## src/rtl/gas_scan_scheduler.sv

```systemverilog
// Purpose: time-multiplex one serial gas-decoding engine across N sensor channels, latch per-channel levels, track scan max and a debounced alarm.
// Latency: each enabled channel costs FRAME_LEN+2 cycles (flush, listen, capture); results register on the edge leaving SCAN_END.
// Backpressure: none; the engine is free-running and is sampled only in CAPTURE, so the schedule never stalls.
module gas_scan_scheduler #(
    parameter int         N         = 4,
    parameter int         FRAME_LEN = 8,
    parameter logic [2:0] ALARM_TH  = 3'd4,
    parameter int         CONFIRM   = 2
) (
    input  logic             clk,
    input  logic             arst,
    input  logic [N-1:0]     ch_en,
    input  logic [N-1:0]     ch_din,
    output logic             eng_din,
    output logic             eng_rst,
    input  logic [2:0]       eng_dout,
    output logic [3*N-1:0]   level_bus,
    output logic [2:0]       max_level,
    output logic [2:0]       max_ch,
    output logic             alarm,
    output logic             scan_done
);

    localparam int             SW      = (N > 1) ? $clog2(N) : 1;
    localparam int             WW      = $clog2(FRAME_LEN);
    localparam logic [WW-1:0]  WLAST   = WW'(FRAME_LEN - 1);
    localparam logic [2:0]     CONF3   = 3'(CONFIRM);

    typedef enum logic [2:0] {
        IDLE,
        FLUSH,
        LISTEN,
        CAPTURE,
        SCAN_END
    } state_t;

    state_t              state_q, state_d;
    logic [SW-1:0]       sel_q, sel_d;
    logic [WW-1:0]       wcnt_q, wcnt_d;
    logic [N-1:0]        visited_q;
    logic [N-1:0][2:0]   lvl_q;
    logic [2:0]          hi_cnt_q, lo_cnt_q;
    logic [2:0]          max_level_q, max_ch_q;
    logic                alarm_q, scan_done_q, eng_rst_q;

    // search results
    logic [SW-1:0]       first_idx, nxt_idx, vis_first, mx_ch;
    logic                first_found, nxt_found, vis_found, mx_found;
    logic [2:0]          mx_lvl;
    logic [N-1:0]        cand;
    logic [2:0]          hi_inc, lo_inc;
    logic                is_high;

    // Channels that count toward the max: visited this scan and still enabled now.
    assign cand = visited_q & ch_en;

    // Priority searches: first enabled, next enabled after sel, first visited, and lowest-index max.
    always_comb begin
        first_idx   = '0;
        first_found = 1'b0;
        nxt_idx     = '0;
        nxt_found   = 1'b0;
        vis_first   = '0;
        vis_found   = 1'b0;
        mx_lvl      = '0;
        mx_ch       = '0;
        mx_found    = 1'b0;
        for (int i = 0; i < N; i++) begin
            if (!first_found && ch_en[i]) begin
                first_idx   = SW'(i);
                first_found = 1'b1;
            end
            if (!nxt_found && ch_en[i] && (SW'(i) > sel_q)) begin
                nxt_idx   = SW'(i);
                nxt_found = 1'b1;
            end
            if (!vis_found && visited_q[i]) begin
                vis_first = SW'(i);
                vis_found = 1'b1;
            end
            // strict > keeps the lowest index on ties
            if (cand[i] && (!mx_found || (lvl_q[i] > mx_lvl))) begin
                mx_lvl   = lvl_q[i];
                mx_ch    = SW'(i);
                mx_found = 1'b1;
            end
        end
        // nothing qualifies: report level 0 at the first visited channel
        if (!mx_found) begin
            mx_ch = vis_first;
        end
    end

    // Saturating debounce increments and the high/low classification of this scan.
    always_comb begin
        hi_inc  = (hi_cnt_q == 3'd7) ? 3'd7 : hi_cnt_q + 3'd1;
        lo_inc  = (lo_cnt_q == 3'd7) ? 3'd7 : lo_cnt_q + 3'd1;
        is_high = (mx_lvl >= ALARM_TH);
    end

    // Next-state logic for the scan sequencer.
    always_comb begin
        state_d = state_q;
        sel_d   = sel_q;
        wcnt_d  = wcnt_q;
        case (state_q)
            IDLE: begin
                if (first_found) begin
                    sel_d   = first_idx;
                    state_d = FLUSH;
                end
            end
            FLUSH: begin
                wcnt_d  = '0;
                state_d = LISTEN;
            end
            LISTEN: begin
                if (wcnt_q == WLAST) begin
                    state_d = CAPTURE;
                end else begin
                    wcnt_d = wcnt_q + WW'(1);
                end
            end
            CAPTURE: begin
                if (nxt_found) begin
                    sel_d   = nxt_idx;
                    state_d = FLUSH;
                end else begin
                    state_d = SCAN_END;
                end
            end
            SCAN_END: begin
                state_d = IDLE;
            end
            default: begin
                state_d = IDLE;
            end
        endcase
    end

    // Sequencer registers.
    always_ff @(posedge clk) begin
        if (!arst) begin
            state_q <= IDLE;
            sel_q   <= '0;
            wcnt_q  <= '0;
        end else begin
            state_q <= state_d;
            sel_q   <= sel_d;
            wcnt_q  <= wcnt_d;
        end
    end

    // Engine reset is high exactly during FLUSH; results, alarm debounce and scan_done update at capture/scan end.
    always_ff @(posedge clk) begin
        if (!arst) begin
            eng_rst_q   <= 1'b1;
            visited_q   <= '0;
            lvl_q       <= '0;
            hi_cnt_q    <= '0;
            lo_cnt_q    <= '0;
            max_level_q <= '0;
            max_ch_q    <= '0;
            alarm_q     <= 1'b0;
            scan_done_q <= 1'b0;
        end else begin
            eng_rst_q   <= (state_d == FLUSH);
            scan_done_q <= (state_q == SCAN_END);
            if (state_q == CAPTURE) begin
                lvl_q[sel_q]     <= eng_dout;
                visited_q[sel_q] <= 1'b1;
            end
            if (state_q == SCAN_END) begin
                for (int i = 0; i < N; i++) begin
                    if (!ch_en[i]) begin
                        lvl_q[i] <= '0;
                    end
                end
                visited_q   <= '0;
                max_level_q <= mx_lvl;
                max_ch_q    <= 3'(mx_ch);
                if (is_high) begin
                    hi_cnt_q <= hi_inc;
                    lo_cnt_q <= '0;
                    if (hi_inc >= CONF3) begin
                        alarm_q <= 1'b1;
                    end
                end else begin
                    lo_cnt_q <= lo_inc;
                    hi_cnt_q <= '0;
                    if (lo_inc >= CONF3) begin
                        alarm_q <= 1'b0;
                    end
                end
            end
        end
    end

    // The serial bit is muxed straight through while listening, otherwise held low.
    assign eng_din   = (state_q == LISTEN) ? ch_din[sel_q] : 1'b0;
    assign eng_rst   = eng_rst_q;
    assign level_bus = lvl_q;
    assign max_level = max_level_q;
    assign max_ch    = max_ch_q;
    assign alarm     = alarm_q;
    assign scan_done = scan_done_q;

endmodule

```

## config.mk

```make
export PLATFORM = sky130hd
export DESIGN_NAME = gas_scan_scheduler
export DESIGN_NICKNAME = d
export VERILOG_FILES = /design/src/rtl/gas_scan_scheduler.sv
export SDC_FILE = /design/constraint.sdc
export NUM_CORES = 1
export LEC_CHECK = 0
export CAP_MARGIN = 20
export CORE_MARGIN = 4
export CORE_UTILIZATION = 40
export CTS_BUF_LIST = sky130_fd_sc_hd__clkbuf_16
export DETAILED_ROUTE_END_ITERATION = 6
export PLACE_DENSITY = 0.6
export SLEW_MARGIN = 30
export SYNTH_ARGS = -nofsm -noshare
export SYNTH_HDL_FRONTEND = slang
export SYNTH_SLANG_ARGS = --single-unit
```

## constraint.sdc

```tcl
create_clock -name clk -period 10.6 [get_ports clk]
set_input_delay 1.59 -clock clk [delete_from_list [all_inputs] [get_ports clk]]
set_output_delay 1.59 -clock clk [all_outputs]
set_load 0.05 [all_outputs]
```

== Word level (Yosys, flattened, before mapping) ==
Cells that the tools add are included.
Word-level totals
  bits in registers: 38
  input port bits: 13
  output and inout port bits: 22
  logic and storage cells: 147
Operators by class
  $add $sub $neg: 3
  magnitude comparators: 12
  equal/unequal tests: 12
  muxes and demuxes: 62
  bitwise gates (word level): 3
  reduce and logical (&&, ||, !) cells: 40
Operator list (number)
  two-way mux 3 bit: 17
  two-way mux 1 bit: 25
  two-way mux 12 bit: 2
  two-way mux 2 bit: 11
  logical AND 1 bit: 17
  bitwise mux 12 bit: 1
  == test 3 bit (second input constant): 4
  logical NOT 1 bit: 12
  case mux 3 bit (4 select lines): 1
  adder 3 x 1 -> 3 bit (second input constant): 3
  greater-than comparator 3 bit: 3
  demux 3 bit (select 2 bit): 1
  == test 3 x 1 -> 1 bit (second input constant): 2
  == test 3 x 2 -> 1 bit (second input constant): 2
  greater-or-equal comparator 3 x 2 -> 1 bit (second input constant): 2
  inequality test 2 bit (second input constant): 3
  case mux 3 bit (2 select lines): 1
  AND reduction 3 bit: 2
  nonzero test 2 bit: 3
  AND 4 bit: 1
  greater-than comparator 1 x 2 -> 1 bit (first input constant): 2
  greater-than comparator 2 bit (first input constant): 2
  OR 4 bit: 1
  case mux 2 bit (2 select lines): 1
  other kinds (11): 13

== Longest topological paths before layout ==
Gate-level depths: netlist of run 1.
  word-level depth: 18
  depth in mapped cells: 21

== Least setup slack after synthesis of run 1 ==
No wires, ideal clock.
  path kind: input to register
  start point: in ch_en[0]
  end point: reg lo_cnt_q[2]
  library setup time: 0.116 ns
  arrival: 5.195 ns
  data required time: 10.484 ns
  slack: 5.289 ns
  stages: 18
  path buffers: 0
  path through: and3_2 ha_1 and3_1 a21oi_1 a31oi_1 a22oi_1 ha_1 and3b_1 o21ai_0 a21oi_1 a221o_1 o21ai_0 ha_1 a31oi_1 a32o_2 nor3_1 a211o_4 o211a_1
On the way
  word-level cells in the longest chain between the ends: 16
  elaborated cells between the ends (all ways): 22
  those cells by class: order compare (4); mux (8); bitwise (1); reduce/logical (9)
RTL lines
  start, declared: RTL line 12  | input logic [N-1:0] ch_en,
  AND 4 bit *: RTL line 55  | assign cand = visited_q & ch_en;
  two-way mux 3 bit / two-way mux 1 bit (equally long branches): RTL line 82  | if (cand[i] && (!mx_found || (lvl_q[i] > mx_lvl))) begin
  greater-than comparator 3 bit / logical NOT 1 bit (equally long branches): RTL line 82
  logical OR 1 bit: RTL line 82
  logical AND 1 bit: RTL line 82
  two-way mux 3 bit / two-way mux 1 bit (equally long branches): RTL line 82
  greater-than comparator 3 bit / logical NOT 1 bit (equally long branches): RTL line 82
  logical OR 1 bit: RTL line 82
  logical AND 1 bit: RTL line 82
  two-way mux 3 bit / two-way mux 1 bit (equally long branches): RTL line 82
  greater-than comparator 3 bit / logical NOT 1 bit (equally long branches): RTL line 82
  logical OR 1 bit: RTL line 82
  logical AND 1 bit: RTL line 82
  two-way mux 3 bit *: RTL line 82
  greater-or-equal comparator 3 bit *: RTL line 98  | is_high = (mx_lvl >= ALARM_TH);
  two-way mux 3 bit *: RTL line 182  | if (is_high) begin
  end signal, assigned: RTL line 189  | lo_cnt_q <= lo_inc;
  end, declared: RTL line 42  | logic [2:0] hi_cnt_q, lo_cnt_q;
Every way passes the cells marked *; elsewhere a longest branch is shown, timed or not.
A chain may end at the register's enable or synchronous reset.

== Worst setup path after layout of run 1 ==
Ends and elaborated chain as after synthesis.

==> results.yml, run 1 <==
global_routing:
  grt.overflow.total: 0
  grt_antenna_before_repair: 0
  grt_max_degree: 32
  grt_pass1_wl_um: 8652
  grt_pass1_vias: 1812
  grt_usage_pct: 16.46
logic_synthesis:
  yosysUniqueCellTypes: 51
  ys.warnings.count: 0
  syn-cell-area_um2: 2200
  ys_seq_area_share_pct: 34.58
  syn_nets: 281
  synth_flop_cell: "dfxtp_1"
  syn_inst: 253
  synth_edf_count: 0
  synth_seq_cells: 38
  synthArstFlopShare_pct: 0
  avgSynthCellArea_um2: 8.694
layout:
  final_cells: 352
  diodes: 0
  fin_nets: 310
  area_delta_synth_final_pct: 22.87
  drive_gt1_share_pct: 8.156
sta:
  finalCriticalPeriod_ns: 6.130
  setup_violations: 0
  fmaxAchievable_ghz: 0.1631
  post-route-period-util_pct: 57.83
  tightest_slew_ns: 0.6719
  grt_setup_unrepaired: "no"
  hold_viol: 0
  slew_viol_final: 0
  hold_ws_ns: 0.4891
  slew-limit-headroom_pct: 54.84
  fin_worst_skew_ns: 0.003969
  tns_ns: 0
  setup_ws_ns: 4.470
detailed_routing:
  drt-pass1-iter-count: 5
  ant_nets: 0
  first_iter_violations: 117
  via_count: 1949
  vias_per_cell: 5.537
  drc: 0
  wl_per_cell_um: 14.38
  drt_wl_total_um: 5061
outcome:
  outcome: "finished clean"
cts:
  clock_path_buffers: 2
  clock_sinks: 38
  cts_buffers: 5
  cts_resized: 0
  ctsHoldBuffers: 0
  clk_latency_ns: 0.28
  post_cts_buffers: 0
  htreeDepth: 2
  clockRootBuffer: "clkbuf_16"
  cts_tree: "done"
  clkTransAtPathRegs_ns: 0.06
power_and_ir_drop:
  ir_worst_vdd_mv: 0.08884
  power_density_nw_per_um2: 144.2
  total_power_mw: 0.3897
  leakage_nw: 1.108
die:
  die_x_um: 82.16
  start_util_pct: 42.26
  core_um2: 5205
  dieArea_um2: 6749
  num_rows: 26
  dieHeight_um: 82.16
  io_pins: 35
worst_setup_path:
  crit_type: "in2reg"
  cp-end-kind: "flop"
  cp_max_fo: 8
  crit_required_ns: 10.77
  cp_slowest_cell: "clkdlybuf4s50_1"
  startpoint_type: "input pin"
  crit_top_cell: "ha_1"
  cpPeakStageDelay_ns: 0.63
  crit_path_cell_trace: "clkdlybuf4s50_1 -> nand3_1 -> ha_1 -> and3_1 -> a21oi_1 -> a31oi_1 -> a22oi_1 -> ha_1 -> and3b_1 -> o21ai_0 -> a21oi_1 -> a221o_1 -> o21ai_0 -> ha_1 -> a31oi_1 -> a32o_2 -> nor2_2 -> a211o_4 -> o211a_1"
  critPathArrivalTime_ns: 6.30
hold_path:
  worst_hold_path_type: "reg2reg"
placement:
  place.port_buffers: 33
  post-dp-hpwl_um: 3732
  gp_congestion: 0.8445
  pre_cts_ws_ns: 4.243
  dp.cells: 345
run:
  drv_cap: 0
## routing by layer
metal,share of wire [%],global-route usage [%]
met3,5.8,4.121
met2,43,25.69
met1,50,22.31
met4,1.3,5.150
met5,0,0
## cells by family (layout without fill, tap and decap cells)
logic type	Yosys count	in the layout	share of synthesized area (%)
compound gates	78	78	24.35
xor+xnor	1	1	0.3983
fa+ha+maj	15	15	8.532
buf+inv	22	51	5.405
flops	38	38	34.58
mux	15	15	7.451
other cells	1	1	0.1705
simple gates	83	83	19.11
## critical path, delay by kind of cell
kind / cells / cell delay, ns
AOI/OAI and AO/OA: 11 / 2.64
adders and majority gates: 3 / 0.91
buffers and inverters: 1 / 0.63
and+or+nand+nor: 4 / 0.55
## area by class of cell
type / count / area [um2]
inverters: 10 / 37.54
well taps: 70 / 87.58
clock buffers: 5 / 125.1
repair buffers: 34 / 337.8
flip-flops and latches: 38 / 760.7
fillers: 519 / 2502
clock inverters: 2 / 33.78
multi-input cells: 193 / 1320
## metrics by stage
stage,instance area [um2],util [%]
2_1_floorplan,2200,-
3_3_place_gp,2544,48.87
3_5_place_dp,2544,48.87
4_1_cts,2703,51.92
5_1_grt,2703,51.92
6_report,2703,51.92
## synthesized netlist by cell type (all sizes together), types with 3 or more instances
| master | n | share of area [%] |
|---|---|---|
| dfxtp | 38 | 35 |
| nor2 | 30 | 5.2 |
| a21oi | 23 | 5.7 |
| o21ai | 20 | 4.6 |
| ha | 15 | 8.5 |
| nand2 | 14 | 2.4 |
| mux2i | 13 | 5.9 |
| inv | 10 | 1.7 |
| clkbuf | 9 | 2.4 |
| nand3 | 9 | 2.0 |
| a22oi | 6 | 2.0 |
| and3 | 6 | 1.8 |
| nor2b | 6 | 1.7 |
| nor3 | 5 | 1.1 |
| a21o | 4 | 1.5 |
| nand2b | 4 | 1.1 |
| a22o | 3 | 1.6 |
| a31oi | 3 | 0.85 |
| nand3b | 3 | 1.0 |
| o211a | 3 | 1.4 |
## flip-flops by register name (all words and copies together) (netlist names)
| name | cells |
|---|---|
| alarm | 1 |
| eng_rst | 1 |
| hi_cnt_q | 3 |
| level_bus | 12 |
| lo_cnt_q | 3 |
| max_ch | 2 |
| max_level | 3 |
| scan_done | 1 |
| sel_q | 2 |
| state_q | 3 |
| visited_q | 4 |
| wcnt_q | 3 |
## layout by cell type, fill, tap and decap left out, drive strengths merged, types with 3 or more instances in the layout
cell,netlist,routed
o21ai,20,20
a22o,3,3
nand2b,4,4
mux2i,13,13
nor3,5,5
inv,10,10
nand3b,3,3
o211a,3,3
nor2,30,30
clkdlybuf4s50,0,33
clkbuf,9,5
a21oi,23,23
a21o,4,4
nand3,9,9
and3,6,6
a22oi,6,6
dfxtp,38,38
ha,15,15
nor2b,6,6
nand2,14,14
a31oi,3,3
## worst paths after layout
path | start | to | slack (ns) | cells past startpoint
max | ch_en[0] | lo_cnt_q[2] | 4.47 | 19
min | hi_cnt_q[1] | hi_cnt_q[1] | 0.49 | 2
max reg2reg | visited_q[0] | lo_cnt_q[2] | 5.96 | 18
min reg2reg | hi_cnt_q[1] | hi_cnt_q[1] | 0.49 | 2
## power breakdown
group	total (mW)	switching (mW)	internal, mW	leakage (nW)
clock network	0.164	0.0554	0.109	0.0773
logic	0.0636	0.0351	0.0284	0.723
registers	0.162	0.0122	0.150	0.307
Note: power is estimated with default switching activity, not from simulation.
==> inputs of run 2 (changes only) <==
--- a/config.mk
+++ b/config.mk
@@ -10,7 +10,7 @@
 export CORE_UTILIZATION = 40
 export CTS_BUF_LIST = sky130_fd_sc_hd__clkbuf_16
 export DETAILED_ROUTE_END_ITERATION = 6
-export PLACE_DENSITY = 0.6
+export PLACE_DENSITY = 0.63
 export SLEW_MARGIN = 30
 export SYNTH_ARGS = -nofsm -noshare
 export SYNTH_HDL_FRONTEND = slang
==> constraint.sdc (replaced) <==
create_clock -name clk -period 5.05 [get_ports clk]
set_input_delay 0.7575 -clock clk [delete_from_list [all_inputs] [get_ports clk]]
set_output_delay 0.7575 -clock clk [all_outputs]
set_load 0.05 [all_outputs]
==> results.yml, run 2 (same netlist as run 1, synthesis figures left out) <==
outcome:
  outcome: "finished clean"
placement:
  place.port_buffers: 33
  post-dp-hpwl_um: 3812
  gp_congestion: 0.8195
power_and_ir_drop:
  clockPowerShare_pct: 38.2
  switching_share_pct: 27.96
  power_density_nw_per_um2: 278.9
  leakage_nw: 1.150
  p_sw_mw: 0.2150
  p_seq_share_pct: 44.2
  intPower_mw: 0.5538
  ir_worst_vdd_mv: 0.2102
  share_comb_of_total_power_pct: 17.6
worst_setup_path:
  path_buf_inv: 2
  cp_top_family: "compound AO/OA/AOI/OAI gates"
  regToRegSetupSlack_ns: 0.78
  critPathArrivalTime_ns: 4.95
  crit_required_ns: 5.22
  cpPeakStageDelay_ns: 0.45
  cp_max_fo: 8
  crit_path_cell_trace: "clkdlybuf4s50_1 -> and3_2 -> ha_1 -> and3_1 -> a21oi_1 -> a31oi_1 -> buf_4 -> a22oi_1 -> ha_1 -> and3b_1 -> o21ai_0 -> a21oi_1 -> a221o_1 -> o21ai_0 -> ha_1 -> a31oi_1 -> a32o_2 -> nor3_1 -> a211o_4 -> o211a_1"
  cp_slowest_cell: "clkdlybuf4s50_1"
  crit_type: "in2reg"
  crit_top_cell: "ha_1"
  cp-end-kind: "flop"
  startpoint_type: "input pin"
sta:
  setup_violations: 0
  fin_worst_skew_ns: 0.004644
  tns_ns: 0
  grt_setup_unrepaired: "no"
  slew_viol_final: 0
  tightest_slew_ns: 0.6535
  finalCriticalPeriod_ns: 4.784
  hold_viol: 0
  slew-limit-headroom_pct: 56.07
  hold_ws_ns: 0.4812
  fmaxAchievable_ghz: 0.2090
  post-route-period-util_pct: 94.73
layout:
  drive_gt1_share_pct: 11.26
  fin_nets: 320
  final_cell_mix: "dfxtp_1, clkdlybuf4s50_1, nor2_1, a21oi_1, o21ai_0"
  diodes: 0
  final_common_cell: "dfxtp_1"
  largest_reg_flops: 12
  area_delta_synth_final_pct: 25.31
cts:
  cts_tree: "done"
  ctsHoldBuffers: 0
  cts_buffers: 5
  post_cts_buffers: 0
  clkTransAtPathRegs_ns: 0.06
  clock_sinks: 38
  htreeDepth: 2
  cts_resized: 0
  clock_path_buffers: 2
  clk_latency_ns: 0.28
  clockRootBuffer: "clkbuf_16"
die:
  die_x_um: 82.16
  num_rows: 26
  dieArea_um2: 6749
  dieHeight_um: 82.16
  start_util_pct: 42.26
  io_pins: 35
  core_um2: 5205
detailed_routing:
  drc: 0
  dr.max_layer_used: "met4"
  met2_wirelength_um: 2364
  vias_per_cell: 5.333
  drt-met1-wl_um: 2554
  dr_wl_met3_um: 212
  ant_nets: 0
  wl_per_cell_um: 14.23
  first_iter_violations: 100
  drt-pass1-iter-count: 4
  via_count: 1936
  drt_wl_total_um: 5165
global_routing:
  grt_pass1_wl_um: 8638
  grt_pass1_vias: 1808
  grt_antenna_before_repair: 0
  grt_usage_pct: 16.49
  grt_max_degree: 32
  grt.overflow.total: 0
run:
  drv_cap: 0
hold_path:
  worst_hold_path_type: "reg2reg"
-- run 2: layout make-up --
class / count / area (um2)
sequential: 38 / 760.7
multi-input combinational: 193 / 1320
fill: 528 / 2449
clock buffer: 5 / 125.1
tap: 70 / 87.58
clock inverter: 3 / 12.51
timing repair buffer: 44 / 412.9
inverter: 10 / 37.54
-- run 2: power groups by stage --
stage	logic (mW)	registers, mW	clock network [mW]
floorplan	0.0992	0.341	0
global placement	0.134	0.346	0
detailed placement	0.135	0.346	0
CTS	0.136	0.340	0.302
global route	0.148	0.344	0.316
finish	0.135	0.340	0.294
-- run 2: metrics by stage --
stage	worst slack (ns)	instances	cell area (um2)	utilization (%)	power (mW)
2_1_floorplan	0.5714	253	2200	-	0.4405
3_3_place_gp	0.06935	355	2619	50.31	0.4805
3_5_place_dp	-0.02172	355	2619	50.31	0.4816
4_1_cts	0.2692	363	2756	52.96	0.7771
5_1_grt	0.002760	363	2756	52.96	0.8073
6_report	0.2661	363	2756	52.96	0.7688
-- run 2: per-layer routing --
layer  vias up  track usage (%)
met5         -                0
met3         5            3.796
met1       906            22.88
li1        996                -
met2        29            26.09
met4         0            3.488
-- run 2: path summary, 6_finish.rpt --
kind / startpoint / endpoint / cells past startpoint
max: ch_en[0] / lo_cnt_q[2] / 20
min: hi_cnt_q[1] / hi_cnt_q[1] / 2
max reg2reg: visited_q[0] / lo_cnt_q[2] / 19
min reg2reg: hi_cnt_q[1] / hi_cnt_q[1] / 2
-- run 2: worst min-delay path: stages (launching register included) --
cell and delay (ns):
dfxtp_1 0.32, nand3_1 0.06, o21ai_1 0.05
==> inputs of run 3 (changes only) <==
--- a/config.mk
+++ b/config.mk
@@ -6,11 +6,10 @@
 export NUM_CORES = 1
 export LEC_CHECK = 0
 export CAP_MARGIN = 20
-export CORE_MARGIN = 4
 export CORE_UTILIZATION = 40
 export CTS_BUF_LIST = sky130_fd_sc_hd__clkbuf_16
 export DETAILED_ROUTE_END_ITERATION = 6
-export PLACE_DENSITY = 0.63
+export PLACE_DENSITY = 0.6
 export SLEW_MARGIN = 30
 export SYNTH_ARGS = -nofsm -noshare
 export SYNTH_HDL_FRONTEND = slang
==> constraint.sdc (replaced) <==
create_clock -name clk -period 4.6 [get_ports clk]
set_input_delay 0.69 -clock clk [delete_from_list [all_inputs] [get_ports clk]]
set_output_delay 0.69 -clock clk [all_outputs]
set_load 0.05 [all_outputs]
==> results.yml, run 3 (same netlist as run 1, synthesis figures left out) <==
sta:
  post-route-period-util_pct: 96.46
  hold_viol: 0
  slew-limit-headroom_pct: 51.76
  tightest_slew_ns: 0.7176
  tns_ns: 0
  finalCriticalPeriod_ns: 4.437
  setup_violations: 0
  slew_viol_final: 0
  fin_worst_skew_ns: 0.006133
  fmaxAchievable_ghz: 0.2254
detailed_routing:
  drc: 0
  via_count: 1932
  first_iter_violations: 97
  ant_nets: 0
  drt_wl_total_um: 5251
  drt-pass1-iter-count: 4
  wl_per_cell_um: 14.27
  vias_per_cell: 5.250
layout:
  final_cell_mix: "dfxtp_1, clkdlybuf4s50_1, nor2_1, a21oi_1, buf_4"
  largest_reg_flops: 12
  drive_gt1_share_pct: 17.11
  fin_area_um2: 2892
  area_delta_synth_final_pct: 31.46
  utilization_pct: 55.55
  final_common_cell: "dfxtp_1"
  fillCellCount: 492
  diodes: 0
  fin_nets: 325
global_routing:
  grt_max_degree: 32
  grt_usage_pct: 18.71
  grt_pass1_wl_um: 8769
  grt.overflow.total: 0
  grt_pass1_vias: 1808
  grt_antenna_before_repair: 0
power_and_ir_drop:
  leakage_nw: 1.202
  share_comb_of_total_power_pct: 15.6
  power_density_nw_per_um2: 335.4
  intPower_mw: 0.7217
  clockPowerShare_pct: 45.9
  ir_worst_vdd_mv: 0.2308
  p_sw_mw: 0.2482
  p_seq_share_pct: 38.5
  total_power_mw: 0.9699
  switching_share_pct: 25.59
die:
  num_rows: 26
  start_util_pct: 42.26
  dieArea_um2: 5800
  core_um2: 5205
  die_x_um: 76.16
  io_pins: 35
  dieHeight_um: 76.16
worst_setup_path:
  r2r_end: "lo_cnt_q[0]"
  ff2ff_path_depth: 19
  cp_max_fo: 8
  worstReg2RegStart: "visited_q[0]"
  crit_required_ns: 4.77
  startpoint_type: "input pin"
  critPathArrivalTime_ns: 4.61
  regToRegSetupSlack_ns: 0.38
  cp-end-kind: "flop"
  crit_type: "in2reg"
cts:
  cts_buffers: 5
  clockRootBuffer: "clkbuf_16"
  clk_latency_ns: 0.28
  ctsHoldBuffers: 0
  clock_sinks: 38
  clock_path_buffers: 2
  htreeDepth: 2
  cts_tree: "done"
  clkTransAtPathRegs_ns: 0.06
hold_path:
  hold_end: "hi_cnt_q[1]"
  min_path_cells: 2
  worstHoldStart: "hi_cnt_q[1]"
  worst_hold_path_type: "reg2reg"
placement:
  post_dp_cell_area_um2: 2626
  place.port_buffers: 33
  gp_congestion: 0.8028
  post-dp-hpwl_um: 3755
run:
  drv_cap: 0
outcome:
  outcome: "finished clean"
run 3: worst max-delay path, cell delays in order:
cell and delay [ns]:
dlygate4sd2_1 0.27, and3_2 0.21, ha_1 0.27, and3_1 0.19, a21oi_2 0.16, buf_4 0.13
o211a_1 0.21, a22oi_2 0.09, ha_1 0.32, and3b_1 0.18, o21ai_2 0.06, a21o_2 0.25
nand2_1 0.06, o21ai_0 0.07, ha_1 0.36, a31oi_2 0.12, buf_4 0.14, a32oi_2 0.19
nor2_1 0.07, a211o_4 0.35, a31o_1 0.21
run 3: metrics by stage:
stage	std cells	hold slack (ns)	setup slack (ns)
finish	368	0.4837	0.1628
global placement	356	0.4769	-0.3862
global route	368	0.5240	-0.01692
floorplan	253	0.4535	0.1889
CTS	365	0.4847	0.1672
detailed placement	356	0.4767	-0.4748
run 3: how the worst max path moves through the flow:
stage | from | to | slack, ns | depth (start not counted)
4_1_cts | ch_en[0] | lo_cnt_q[1] | 0.17 | 20
5_1_grt | ch_en[0] | lo_cnt_q[1] | -0.02 | 22
2_1_floorplan | ch_en[0] | lo_cnt_q[2] | 0.19 | 18
3_5_place_dp | ch_en[0] | lo_cnt_q[1] | -0.47 | 20
3_3_place_gp | ch_en[0] | lo_cnt_q[1] | -0.39 | 20
6_report | ch_en[0] | lo_cnt_q[0] | 0.16 | 21
run 3: power groups by stage:
stage | clock network [mW] | registers [mW] | logic, mW
after floorplan | 0 | 0.375 | 0.109
after global placement | 0 | 0.381 | 0.148
after detailed placement | 0 | 0.380 | 0.149
after CTS | 0.449 | 0.373 | 0.150
after global routing | 0.466 | 0.377 | 0.168
final | 0.445 | 0.374 | 0.151
run 3: routing by layer:
metal	track usage, %	up-vias	share of wire (%)
li1	-	1000	-
met1	25.64	899	52
met2	30.00	31	45
met3	4.192	2	3.1
met4	4.038	0	0.40
met5	0	-	0
run 3: layout make-up:
type / instances / area [um2] / share of cell area [%]
Clock inverter: 3 / 63.81 / 2.207
Sequential cell: 38 / 760.7 / 26.31
Clock buffer: 5 / 125.1 / 4.327
Tap cell: 70 / 87.58 / 3.029
Timing Repair Buffer: 49 / 444.2 / 15.36
Inverter: 10 / 37.54 / 1.298
Multi-Input combinational cell: 193 / 1373 / 47.47
run 3: timing repair:
item | CTS | global route
endpoints found under the setup margin | 10 | 10
buffers inserted | 1 | 3
resized for setup | 7 | 7
pin swaps | 3 | 6
cloned | 0 | 0
